===== src/rtl/prmcu_uart_pkg.sv =====
// Shared UART definitions: receiver FSM states, frame limits and configuration clamping.
// Used by both the receiver and the transmitter inside prmcu_uart_top.
package prmcu_uart_pkg;

  typedef enum logic [2:0] {
    IDLE,
    START,
    DATA,
    PARITY,
    STOP,
    DELIVER
  } rx_state_e;

  localparam logic [3:0] MIN_DATA_BITS = 4'd5;
  localparam logic [3:0] MAX_DATA_BITS = 4'd9;

  // Out-of-range register values map onto the nearest legal frame format.
  function automatic logic [3:0] clamp_data_bits(input logic [3:0] n);
    if (n < MIN_DATA_BITS) return MIN_DATA_BITS;
    if (n > MAX_DATA_BITS) return MAX_DATA_BITS;
    return n;
  endfunction

  function automatic logic [1:0] clamp_stop_bits(input logic [1:0] n);
    if (n == 2'd0) return 2'd1;
    if (n == 2'd3) return 2'd2;
    return n;
  endfunction

endpackage


===== src/rtl/prmcu_uart_sync.sv =====
// N-flop metastability synchroniser with a configurable preset value.
// Shared by the UART receive line and the CTS/RTS handshake inputs.
module prmcu_uart_sync #(
  parameter int   N         = 2,
  parameter logic RESET_VAL = 1'b1
) (
  input  logic clk,
  input  logic rst,
  input  logic d,
  output logic q
);

  logic [N-1:0] stages;

  always_ff @(posedge clk) begin
    if (rst) begin
      stages <= {N{RESET_VAL}};
    end else begin
      stages <= (stages << 1) | N'(d);
    end
  end

  assign q = stages[N-1];

endmodule


===== src/rtl/prmcu_uart_rx.sv =====
// UART receiver: samples rx_i mid-bit at 2*divider clk cycles per bit and
// presents each frame with parity/framing flags on a single-entry valid/ready output.
module prmcu_uart_rx
  import prmcu_uart_pkg::*;
#(
  parameter int DATA_W      = 9,
  parameter int DIV_W       = 8,
  parameter int SYNC_STAGES = 2
) (
  input  logic              clk,
  input  logic              rst,
  input  logic              uart_en,
  input  logic              rx_en,
  input  logic              n_parity_bits,
  input  logic [1:0]        n_stop_bits,
  input  logic [3:0]        n_data_bits,
  input  logic [DIV_W-1:0]  internal_clk_divider,
  input  logic              rx_i,
  output logic [DATA_W-1:0] out_dat_o,
  output logic              out_vld_o,
  input  logic              out_rdy_i,
  output logic              parity_err_o,
  output logic              frame_err_o,
  output logic              overrun_o
);

  logic              rx_s;
  logic              rx_prev;
  logic              rx_en_q;
  logic              active;
  rx_state_e         state;
  logic [DIV_W:0]    timer;
  logic [DIV_W-1:0]  cfg_div;
  logic [DIV_W-1:0]  div_now;
  logic [DIV_W:0]    full_bit;
  logic [DIV_W:0]    half_bit;
  logic [3:0]        cfg_bits;
  logic              cfg_par;
  logic              cfg_two_stop;
  logic [3:0]        bit_idx;
  logic              stop_idx;
  logic [DATA_W-1:0] shift_q;
  logic              perr_q;
  logic              ferr_q;

  prmcu_uart_sync #(
    .N         (SYNC_STAGES),
    .RESET_VAL (1'b1)
  ) u_rx_sync (
    .clk (clk),
    .rst (rst),
    .d   (rx_i),
    .q   (rx_s)
  );

  assign active   = uart_en & rx_en;
  assign div_now  = (internal_clk_divider == '0) ? DIV_W'(1) : internal_clk_divider;
  assign half_bit = {1'b0, div_now} - (DIV_W+1)'(1);
  assign full_bit = {cfg_div, 1'b0} - (DIV_W+1)'(1);

  // rx_prev tracks the line every cycle, so after a break the idle edge
  // detector only re-arms once the line has been seen high again.
  always_ff @(posedge clk) begin
    if (rst) begin
      state        <= IDLE;
      rx_prev      <= 1'b1;
      rx_en_q      <= 1'b0;
      timer        <= '0;
      cfg_div      <= DIV_W'(1);
      cfg_bits     <= MIN_DATA_BITS;
      cfg_par      <= 1'b0;
      cfg_two_stop <= 1'b0;
      bit_idx      <= '0;
      stop_idx     <= 1'b0;
      shift_q      <= '0;
      perr_q       <= 1'b0;
      ferr_q       <= 1'b0;
      out_dat_o    <= '0;
      out_vld_o    <= 1'b0;
      parity_err_o <= 1'b0;
      frame_err_o  <= 1'b0;
      overrun_o    <= 1'b0;
    end else begin
      rx_prev <= rx_s;
      rx_en_q <= rx_en;
      if (rx_en & ~rx_en_q) overrun_o <= 1'b0;
      if (out_vld_o & out_rdy_i) out_vld_o <= 1'b0;

      if (!active) begin
        state <= IDLE;
      end else if (state == IDLE) begin
        if (rx_prev & ~rx_s) begin
          cfg_div      <= div_now;
          cfg_bits     <= clamp_data_bits(n_data_bits);
          cfg_par      <= n_parity_bits;
          cfg_two_stop <= (clamp_stop_bits(n_stop_bits) == 2'd2);
          timer        <= half_bit;
          bit_idx      <= '0;
          stop_idx     <= 1'b0;
          shift_q      <= '0;
          perr_q       <= 1'b0;
          state        <= START;
        end
      end else if (state == DELIVER) begin
        if (!out_vld_o || out_rdy_i) begin
          out_dat_o    <= shift_q;
          parity_err_o <= perr_q;
          frame_err_o  <= ferr_q;
          out_vld_o    <= 1'b1;
        end else begin
          overrun_o <= 1'b1;
        end
        state <= IDLE;
      end else if (timer != '0) begin
        timer <= timer - (DIV_W+1)'(1);
      end else begin
        timer <= full_bit;
        case (state)
          START: begin
            state <= rx_s ? IDLE : DATA;
          end
          DATA: begin
            shift_q <= shift_q | (DATA_W'(rx_s) << bit_idx);
            bit_idx <= bit_idx + 4'd1;
            if (bit_idx == cfg_bits - 4'd1) state <= cfg_par ? PARITY : STOP;
          end
          PARITY: begin
            perr_q <= rx_s ^ (^shift_q);
            state  <= STOP;
          end
          STOP: begin
            // Only the first stop bit can flag a framing error.
            if (!stop_idx) ferr_q <= ~rx_s;
            if (cfg_two_stop && !stop_idx) stop_idx <= 1'b1;
            else                           state    <= DELIVER;
          end
          default: state <= IDLE;
        endcase
      end
    end
  end

endmodule


===== config.mk =====
export PLATFORM = sky130hd
export DESIGN_NAME = prmcu_uart_rx
export DESIGN_NICKNAME = d
export VERILOG_FILES = /design/src/rtl/prmcu_uart_pkg.sv /design/src/rtl/prmcu_uart_sync.sv /design/src/rtl/prmcu_uart_rx.sv
export SDC_FILE = /design/constraint.sdc
export NUM_CORES = 1
export LEC_CHECK = 0
export ABC_AREA = 1
export ABC_CLOCK_PERIOD_IN_PS = 4900
export CAP_MARGIN = 10
export CELL_PAD_IN_SITES_DETAIL_PLACEMENT = 1
export CELL_PAD_IN_SITES_GLOBAL_PLACEMENT = 1
export CORE_MARGIN = 10
export CORE_UTILIZATION = 40
export DETAILED_ROUTE_END_ITERATION = 7
export HOLD_SLACK_MARGIN = 0.06
export PLACE_DENSITY = 0.87
export SLEW_MARGIN = 10
export SYNTH_ARGS = -nofsm -noshare
export SYNTH_HDL_FRONTEND = slang
export SYNTH_SLANG_ARGS = --single-unit

===== constraint.sdc =====
create_clock -name clk -period 4.9 [get_ports clk]
set_clock_uncertainty 0.15 [all_clocks]
set_input_delay 0.98 -clock clk [delete_from_list [all_inputs] [get_ports clk]]
set_output_delay 0.98 -clock clk [all_outputs]
set_load 0.02 [all_outputs]

== Yosys cells after proc, flatten, opt, wreduce, memory -nomap -nowiden ==
Index checks and enable logic that the tools add are counted.

* Bits in latches: 0
* Output and inout bits: 13
* Word-level logic and storage cells: 155
* Flip-flop bits (word level): 59
* Memory bits (read-only): 0
* RAM bits: 0
* Memories kept: 0
* Input port bits: 21

* Multiplexer cells: 78
* Shift-type cells: 1
* Equal/unequal tests: 14
* Bitwise logic cells: 14
* $mul: 0
* Div/mod/pow operators: 0
* Add/sub/neg operators: 5
* Order comparisons: 2
* Reduce and logical (&&, ||, !) cells: 22

{| class="wikitable"
|+ Operator list
! operator !! number
|-
| $mux 9 || 9
|-
| $mux 1 || 42
|-
| $mux 4 || 9
|-
| $mux 3 || 7
|-
| $mux 2 || 9
|-
| $sub 9x1->9 const B || 2
|-
| $pmux 3 s4 || 1
|-
| $reduce_and 6->1 || 2
|-
| $reduce_and 5->1 || 2
|-
| $or 9x9->9 || 1
|-
| $reduce_bool 9->1 || 1
|-
| $reduce_xor 9->1 || 1
|-
| $shl 1x4->9 || 1
|-
| $sub 8x1->9 const B || 1
|-
| $logic_not 8->1 || 1
|-
| $mux 8 || 1
|-
| $ne 4x4->1 const B || 2
|-
| $reduce_and 4->1 || 2
|-
| $reduce_bool 2->1 || 4
|-
| $not 1->1 || 7
|-
| $eq 3x2->1 const B || 2
|-
| $eq 3x3->1 const B || 2
|-
| $reduce_and 3->1 || 2
|-
| $add 4x1->4 const B || 1
|-
| other kinds (18) || 24
|}

== Logic depth before layout (Yosys ltp) ==
Gate-level depths: netlist of the first run.

* Depth after elaboration: 18
* Gate-level depth with buffers: 15
* Mapped depth without buffers: 15

== Modules after synthesis ==
From an unflattened synthesis of the first run, not the netlist that was laid out.

* Cell total of the unflattened synthesis: 492
* Area, all modules: 3,265.6 um^2

{| class="wikitable"
|+ By module, submodules not included
! module !! area an instance (um^2) !! cells each !! sequential area each (um^2) !! times used
|-
| prmcu_uart_rx || 3,206.8 || 485 || 1,141.1 || 1
|-
| prmcu_uart_sync || 58.8 || 7 || 40.0 || 1
|}

== Worst setup path after synthesis of the first run ==
OpenSTA, ideal clock, no wires.

* Kind: input port to flip-flop
* Start point: input internal_clk_divider[2]
* End point: register timer[6]
* Library setup time: 133 ps
* Data required time: 4,617 ps
* Buffers on the path: 0
* Path slack: 2,300 ps
* Data arrival time: 2,316 ps
* Stages: 15
* Cells stage by stage: nor2_1 -> inv_1 -> nor2_1 -> inv_1 -> o21ai_0 -> inv_1 -> ha_1 -> nand3_1 -> nor2_1 -> nor2_1 -> nand2_1 -> nand2_1 -> inv_1 -> nand2_1 -> a21oi_2

* Cells in the longest elaborated chain, start to end: 5

{| class="wikitable"
|+ Ends and longest elaborated chain
! what !! line !! source
|-
| from (decl) || prmcu_uart_rx.sv:17 || <nowiki>input logic [DIV_W-1:0] internal_clk_divider,</nowiki>
|-
| $logic_not 8->1 || prmcu_uart_rx.sv:57 || <nowiki>assign div_now = (internal_clk_divider == '0) ? DIV_W'(1) : internal_clk_divider;</nowiki>
|-
| $mux 8 * || prmcu_uart_rx.sv:57 ||
|-
| $sub 8x1->9 * || prmcu_uart_rx.sv:58 || <nowiki>assign half_bit = {1'b0, div_now} - (DIV_W+1)'(1);</nowiki>
|-
| $mux 9 * || prmcu_uart_rx.sv:92 || <nowiki>if (rx_prev & ~rx_s) begin</nowiki>
|-
| $mux 9 * || prmcu_uart_rx.sv:91 || <nowiki>end else if (state == IDLE) begin</nowiki>
|-
| to (signal assigned) || prmcu_uart_rx.sv:97 || <nowiki>timer <= half_bit;</nowiki>
|-
| to (signal assigned) || prmcu_uart_rx.sv:115 || <nowiki>timer <= timer - (DIV_W+1)'(1);</nowiki>
|-
| to (signal assigned) || prmcu_uart_rx.sv:117 || <nowiki>timer <= full_bit;</nowiki>
|-
| to (decl) || prmcu_uart_rx.sv:32 || <nowiki>logic [DIV_W:0] timer;</nowiki>
|}

Every way passes the cells marked *; elsewhere a longest branch is shown, timed or not. The select of a mux whose other input is x is not followed.
A chain may end at the register's enable or synchronous reset.

== Worst setup path after layout of the first run ==
Ends and elaborated chain as after synthesis.

==> results of run 1 <==
-- stage by stage --
stage	utilization	hold WS, ns	power, mW
after detailed placement	0.454	0.252	0.636
after CTS	0.476	0.269	1.04
after floorplan	-	0.239	0.595
after global routing	0.476	0.303	1.08
final	0.476	0.265	1.03
after global placement	0.454	0.243	0.631
-- logic make-up after synthesis --
kind of cell | count (synthesis)
AOI/OAI and AO/OA | 95
xor gates and xnor gates | 15
adders and majority gates | 5
buffers and inverters | 79
DFF | 59
and+or+nand+nor | 231
-- cells in the final DEF (no fill, tap or decap), drive strengths merged, types with 10 or more instances in the layout --
| cell type | netlist | layout |
|---|---|---|
| inv | 65 | 65 |
| dfxtp | 59 | 59 |
| nand3 | 34 | 34 |
| nor2 | 81 | 81 |
| a21oi | 45 | 45 |
| nand4 | 15 | 15 |
| nand2 | 94 | 94 |
| clkbuf | 6 | 10 |
| clkdlybuf4s50 | 0 | 32 |
| o21ai | 41 | 41 |
-- power groups by stage --
stage | sequential (mW) | combinational (mW) | clock [mW]
after CTS | 0.493 | 0.134 | 0.412
after detailed placement | 0.504 | 0.132 | 0
after global routing | 0.494 | 0.150 | 0.438
after global placement | 0.503 | 0.128 | 0
final | 0.493 | 0.134 | 0.407
after floorplan | 0.501 | 0.0935 | 0
-- final cells by class --
cell class	count	area, sq um	area share
clock buffer	10	138	0.0356
multi-input combinational	346	1800	0.466
clock inverter	6	41.3	0.0107
timing repair buffer	32	320	0.0828
sequential	59	1180	0.305
inverter	66	254	0.0657
tap	105	131	0.0340
-- routing by layer --
layer,vias to the layer above,share of wire
met5,-,0
met3,11,0.043
met4,0,0.013
met1,1582,0.47
met2,67,0.48
li1,1629,-
-- state kept, by name, indices dropped and copies added (netlist names) --
register          count
rx_prev               1
cfg_div               8
cfg_par               1
state                 3
shift_q               9
cfg_two_stop          1
out_vld_o             1
frame_err_o           1
out_dat_o             9
u_rx_sync.stages      2
ferr_q                1
rx_en_q               1
stop_idx              1
overrun_o             1
timer                 9
parity_err_o          1
cfg_bits              4
perr_q                1
bit_idx               4
-- worst max-delay path by stage --
stage / start / end / slack [ns] / cells after the start
finish: internal_clk_divider[2] / timer[6]$_SDFFE_PP0P_ / 1.78 / 16
floorplan: internal_clk_divider[2] / timer[6]$_SDFFE_PP0P_ / 2.30 / 15
global route: internal_clk_divider[2] / timer[6]$_SDFFE_PP0P_ / 1.50 / 16
detailed placement: rst / cfg_bits[2]$_SDFFE_PP1P_ / 1.41 / 4
global placement: rst / cfg_bits[2]$_SDFFE_PP1P_ / 1.46 / 4
CTS: rst / cfg_bits[2]$_SDFFE_PP1P_ / 1.78 / 4
==> qor.txt, run 1 <==
Clk sinks - 59
Worst vdd ir - 0.000132 V
# fillers - 1076
Met2 usage - 0.259
Initial antenna violation count - 0
Post-synthesis average cell area - 6.86 sq um
Met3 Track Usage GR - 0.0395
Post-Synth Simple-Gate Area - 0.325
Final GP Congestion - 0.858
Top cell type's share of synthesized area - 0.356
Crit path DAT - 3.17 ns
Largest family of logic cells by synthesized area - simple AND/OR/NAND/NOR gates
CP max-delay cell - clkdlybuf4s50_1
# diodes - 0
Die area - 12300 sq um
Wire per inst - 15.3 um
Least-Margin Pin Slew - 0.988 ns
Post-synth top cells - 87 x nand2_1, 70 x nor2_1, 59 x dfxtp_1
Sw Ratio - 0.294
GRT Overall Usage - 0.156
Core ar. - 8130 sq um
CP max stage delay - 0.48 ns
Combinational share of power - 0.130
Number of flops mapped to enable cells by yosys - 0
CTS Buf Count - 9
Max-slew headroom - 0.340
# placed instances - 608
Final WL - 9570 um
Cell count after synthesis - 484
Final min period - 3.12 ns
Hold-critical path endpoint - u_rx_sync.stages[1]$_SDFF_PP1_
Yosys cell types - 39
Post-route insts no fill - 624
Min-delay src - u_rx_sync.stages[0]$_SDFF_PP1_
Compound-Gate Fraction of Synth Area - 0.160
First-pass GRT wire length - 16400 um
Initial Util - 0.408
Clock buffer depth - 2
CP Launch Type - input port
Chip height - 111 um
Clk pwr share - 0.393
CTS root buf - clkbuf_8
GRT Residual Overflow - 0
Max Freq - 0.321 GHz
CP cell instances - clkdlybuf4s50_1, nor2_1, inv_1, nor2_1, inv_1, o21ai_0, inv_1, ha_1, nand3_1, nor2_1, nor2_1, nand2_1, nand2_1, inv_1, nand2_1, a21oi_2
Critical path fanouts, max - 5
Die Wd - 111 um
Slew Viols, Final - 0
Asr flop ratio synth - 0
Mux share of post-synthesis cell area - 0
Via count - 3289
Yosys warning count - 0
Post-route ant nets - 0
I/O Pins - 34
DR pass1 iterations - 4
Unrepaired setup endpoints after global routing - false
TritonCTS clock tree - built
FF-to-FF Start - state[0]$_SDFFE_PP0P_
Post-route setup slack - 1.78 ns
Crit path capture type - flop
Register area share after synthesis - 0.356
Internal power - 0.730 mW
Pleak - 1.61 nW
HPWL after DPL - 7180 um
Hold path cells - 1
GRT met1 Usage - 0.194
Critical path class - input port to flop
Num rows - 33
Post-CTS setup buffer count - 0
Required @ worst endpoint - 4.96 ns
Busiest grt layer - met2
Area leader, netlist - dfxtp_1
Run status - finished, final reports clean
Netlist Area Pre-Place - 3320 sq um
Vias/cell - 5.27
Vias in the first global route - 3448
PostCTS Resize Cnt - 0
Top-count cell post-synth - nand2_1
Initial DRC count - 205
CTS Hold Bufs - 0
Adder-cell share of the synthesized area - 0.0188
# nets final - 540
Leading cell types by total area after synthesis - dfxtp_1 36%, nand2_1 9.8%, nor2_1 7.9%, inv_1 6.6%, a21oi_1 5.7%
Post-route DRC - 0
Yosys reg bits - 59
Reg2Reg Setup Slack - 2.61 ns
Worst-Skew Late Latency - 0.35 ns
Setup WS pre-CTS - 1.41 ns
Final period util - 0.636
Sw power - 0.304 mW
Syn nets - 510
Largest net degree at the start of global routing - 33
Post-DP Area - 3690 sq um
CTS clk-pin slew, worst paths - 0.07 ns
PD cells - 267 nW/um^2
Hold crit path type - flop to flop
Max_cap viols - 0
Finished Cell Area - 3870 sq um
Sequential power share - 0.477
Htree depth - 3
Setup TNS - 0 ns
XOR/XNOR Fraction of Synth Area - 0.0396
P&R area growth vs syn - 16.5%
Final setup viols - 0
Share of cells above drive strength 1 - 0.108
Hold Violations, Final - 0
Top Family by Delay on Critical Path - simple AND/OR/NAND/NOR gates
Worst r2r path cells - 6
IO Port Bufs - 32
Primary FF master, synth - dfxtp_1
WP buf/inv - 5
RR Endpoint - timer[0]$_SDFFE_PP0P_
Note: power is estimated with default switching activity, not from simulation.
==> inputs of run 2 (changes only) <==
ABC_CLOCK_PERIOD_IN_PS = 2850   (was 4900)
CORE_UTILIZATION = 37   (was 40)
PLACE_DENSITY = 0.85   (was 0.87)
clock period = 2.85 ns   (was 4.9 ns; I/O delays follow)
==> qor.txt, run 2 (same netlist as run 1, synthesis figures left out) <==
IO Port Bufs - 32
PD cells - 496 nW/um^2
Vias/cell - 5.22
Initial antenna violation count - 0
Clk pwr share - 0.449
Max-slew headroom - 0.603
Initial Util - 0.381
Least-Margin Pin Slew - 0.590 ns
# diodes - 0
Crit path DAT - 2.56 ns
TritonCTS clock tree - built
Share of cells above drive strength 1 - 0.121
CTS clk-pin slew, worst paths - 0.07 ns
Power Total - 1.97 mW
P&R area growth vs syn - 19.9%
Die area - 13200 sq um
Initial DRC count - 134
Critical path fanouts, max - 3
Sequential power share - 0.430
Internal power - 1.44 mW
Slew Viols, Final - 0
Largest net degree at the start of global routing - 33
GRT Residual Overflow - 0
Post-route ant nets - 0
I/O Pins - 34
Htree depth - 3
Post-CTS setup buffer count - 0
# fillers - 1134
Chip height - 115 um
Vias in the first global route - 3579
Run status - finished, final reports clean
Area taken by multi-input logic gates - 1800 sq um
CP Launch Type - input port
Setup TNS - 0 ns
Min-delay src - u_rx_sync.stages[0]$_SDFF_PP1_
FF-to-FF Start - timer[0]$_SDFFE_PP0P_
Final min period - 2.47 ns
Seq. cell area - 1180 sq um
Post-DP Area - 3750 sq um
Num rows - 34
Post-route DRC - 0
Core ar. - 8720 sq um
Crit path capture type - flop
CTS Hold Bufs - 0
Clk sinks - 59
Final GP Congestion - 0.864
Sw Ratio - 0.270
Required @ worst endpoint - 2.94 ns
Worst-Skew Late Latency - 0.35 ns
Pleak - 1.67 nW
Hold path cells - 1
# nets final - 548
Most common cell after layout, fill and taps aside - nand2_1
Hold crit path type - flop to flop
Largest regs - out_dat_o x9, shift_q x9, timer x9
GRT Overall Usage - 0.159
Via count - 3312
CTS Buf Count - 9
Max Freq - 0.405 GHz
Combinational share of power - 0.122
Hold Violations, Final - 0
Unrepaired setup endpoints after global routing - false
Final WL - 10100 um
Finished Cell Area - 3980 sq um
CP Launch Point - internal_clk_divider[3]
HPWL after DPL - 7350 um
Wire per inst - 15.8 um
Max_cap viols - 0
Most frequent cells in the layout - 87 x nand2_1, 70 x nor2_1, 59 x dfxtp_1
DR pass1 iterations - 4
Clock buffer depth - 2
Critical path class - input port to flop
Final setup viols - 0
First-pass GRT wire length - 17100 um
Final period util - 0.866
CTS root buf - clkbuf_8
Die Wd - 115 um
Worst r2r path cells - 9
Sw power - 0.533 mW
Worst vdd ir - 0.000263 V
PostCTS Resize Cnt - 0
## run 2: cell count changes in the layout (fill, tap and decap cells not counted)
cell / change
bufinv_16: +2
buf_4: +8
clkinvlp_4: -1
clkinv_2: -1
## run 2: power by group through the flow
stage          sequential, mW  clock, mW  combinational, mW
2_1_floorplan           0.862          0              0.161
3_5_place_dp            0.866          0              0.238
6_report                0.848      0.885              0.240
4_1_cts                 0.848      0.890              0.241
3_3_place_gp            0.866          0              0.229
5_1_grt                 0.849      0.934              0.269
## run 2: area by class of cell
| class | count | area share |
|---|---|---|
| timing repair buffer | 40 | 0.0956 |
| inverter | 66 | 0.0638 |
| clock inverter | 6 | 0.0223 |
| multi-input combinational | 346 | 0.453 |
| clock buffer | 10 | 0.0346 |
| tap | 108 | 0.0340 |
| sequential | 59 | 0.297 |
## run 2: layer usage
layer,global-route usage,vias up,routed length (um)
met4,0.0635,0,188
met5,0,-,0
met1,0.195,1591,4620
met3,0.0377,15,510
li1,-,1643,-
met2,0.262,63,4730
## run 2: path summary, 6_finish.rpt
kind	end	slack [ns]
min	u_rx_sync.stages[1]$_SDFF_PP1_	0.26
max	timer[6]$_SDFFE_PP0P_	0.38
max reg2reg	bit_idx[2]$_SDFFE_PP0P_	0.65
min reg2reg	u_rx_sync.stages[1]$_SDFF_PP1_	0.26
## run 2: stage by stage
stage | cells | util | hold slack (ns) | setup slack, ns
after floorplan | 484 | - | 0.239 | 0.660
after global placement | 619 | 0.430 | 0.250 | 0.172
after detailed placement | 619 | 0.430 | 0.248 | -0.0374
after CTS | 635 | 0.456 | 0.264 | 0.355
after global routing | 635 | 0.456 | 0.279 | 0.0807
final | 635 | 0.456 | 0.262 | 0.381
## run 2: critical path, stage by stage
cell             delay, ns
clkdlybuf4s50_1       0.43
nor2_1                0.20
inv_1                 0.07
nor2_1                0.14
inv_1                 0.06
o21ai_0               0.23
inv_1                 0.07
ha_1                  0.23
nand3_1               0.14
nor2_1                0.07
nor2_1                0.09
nand2_1               0.05
nand2_1               0.05
inv_1                 0.03
nand2_1               0.07
a21oi_2               0.05
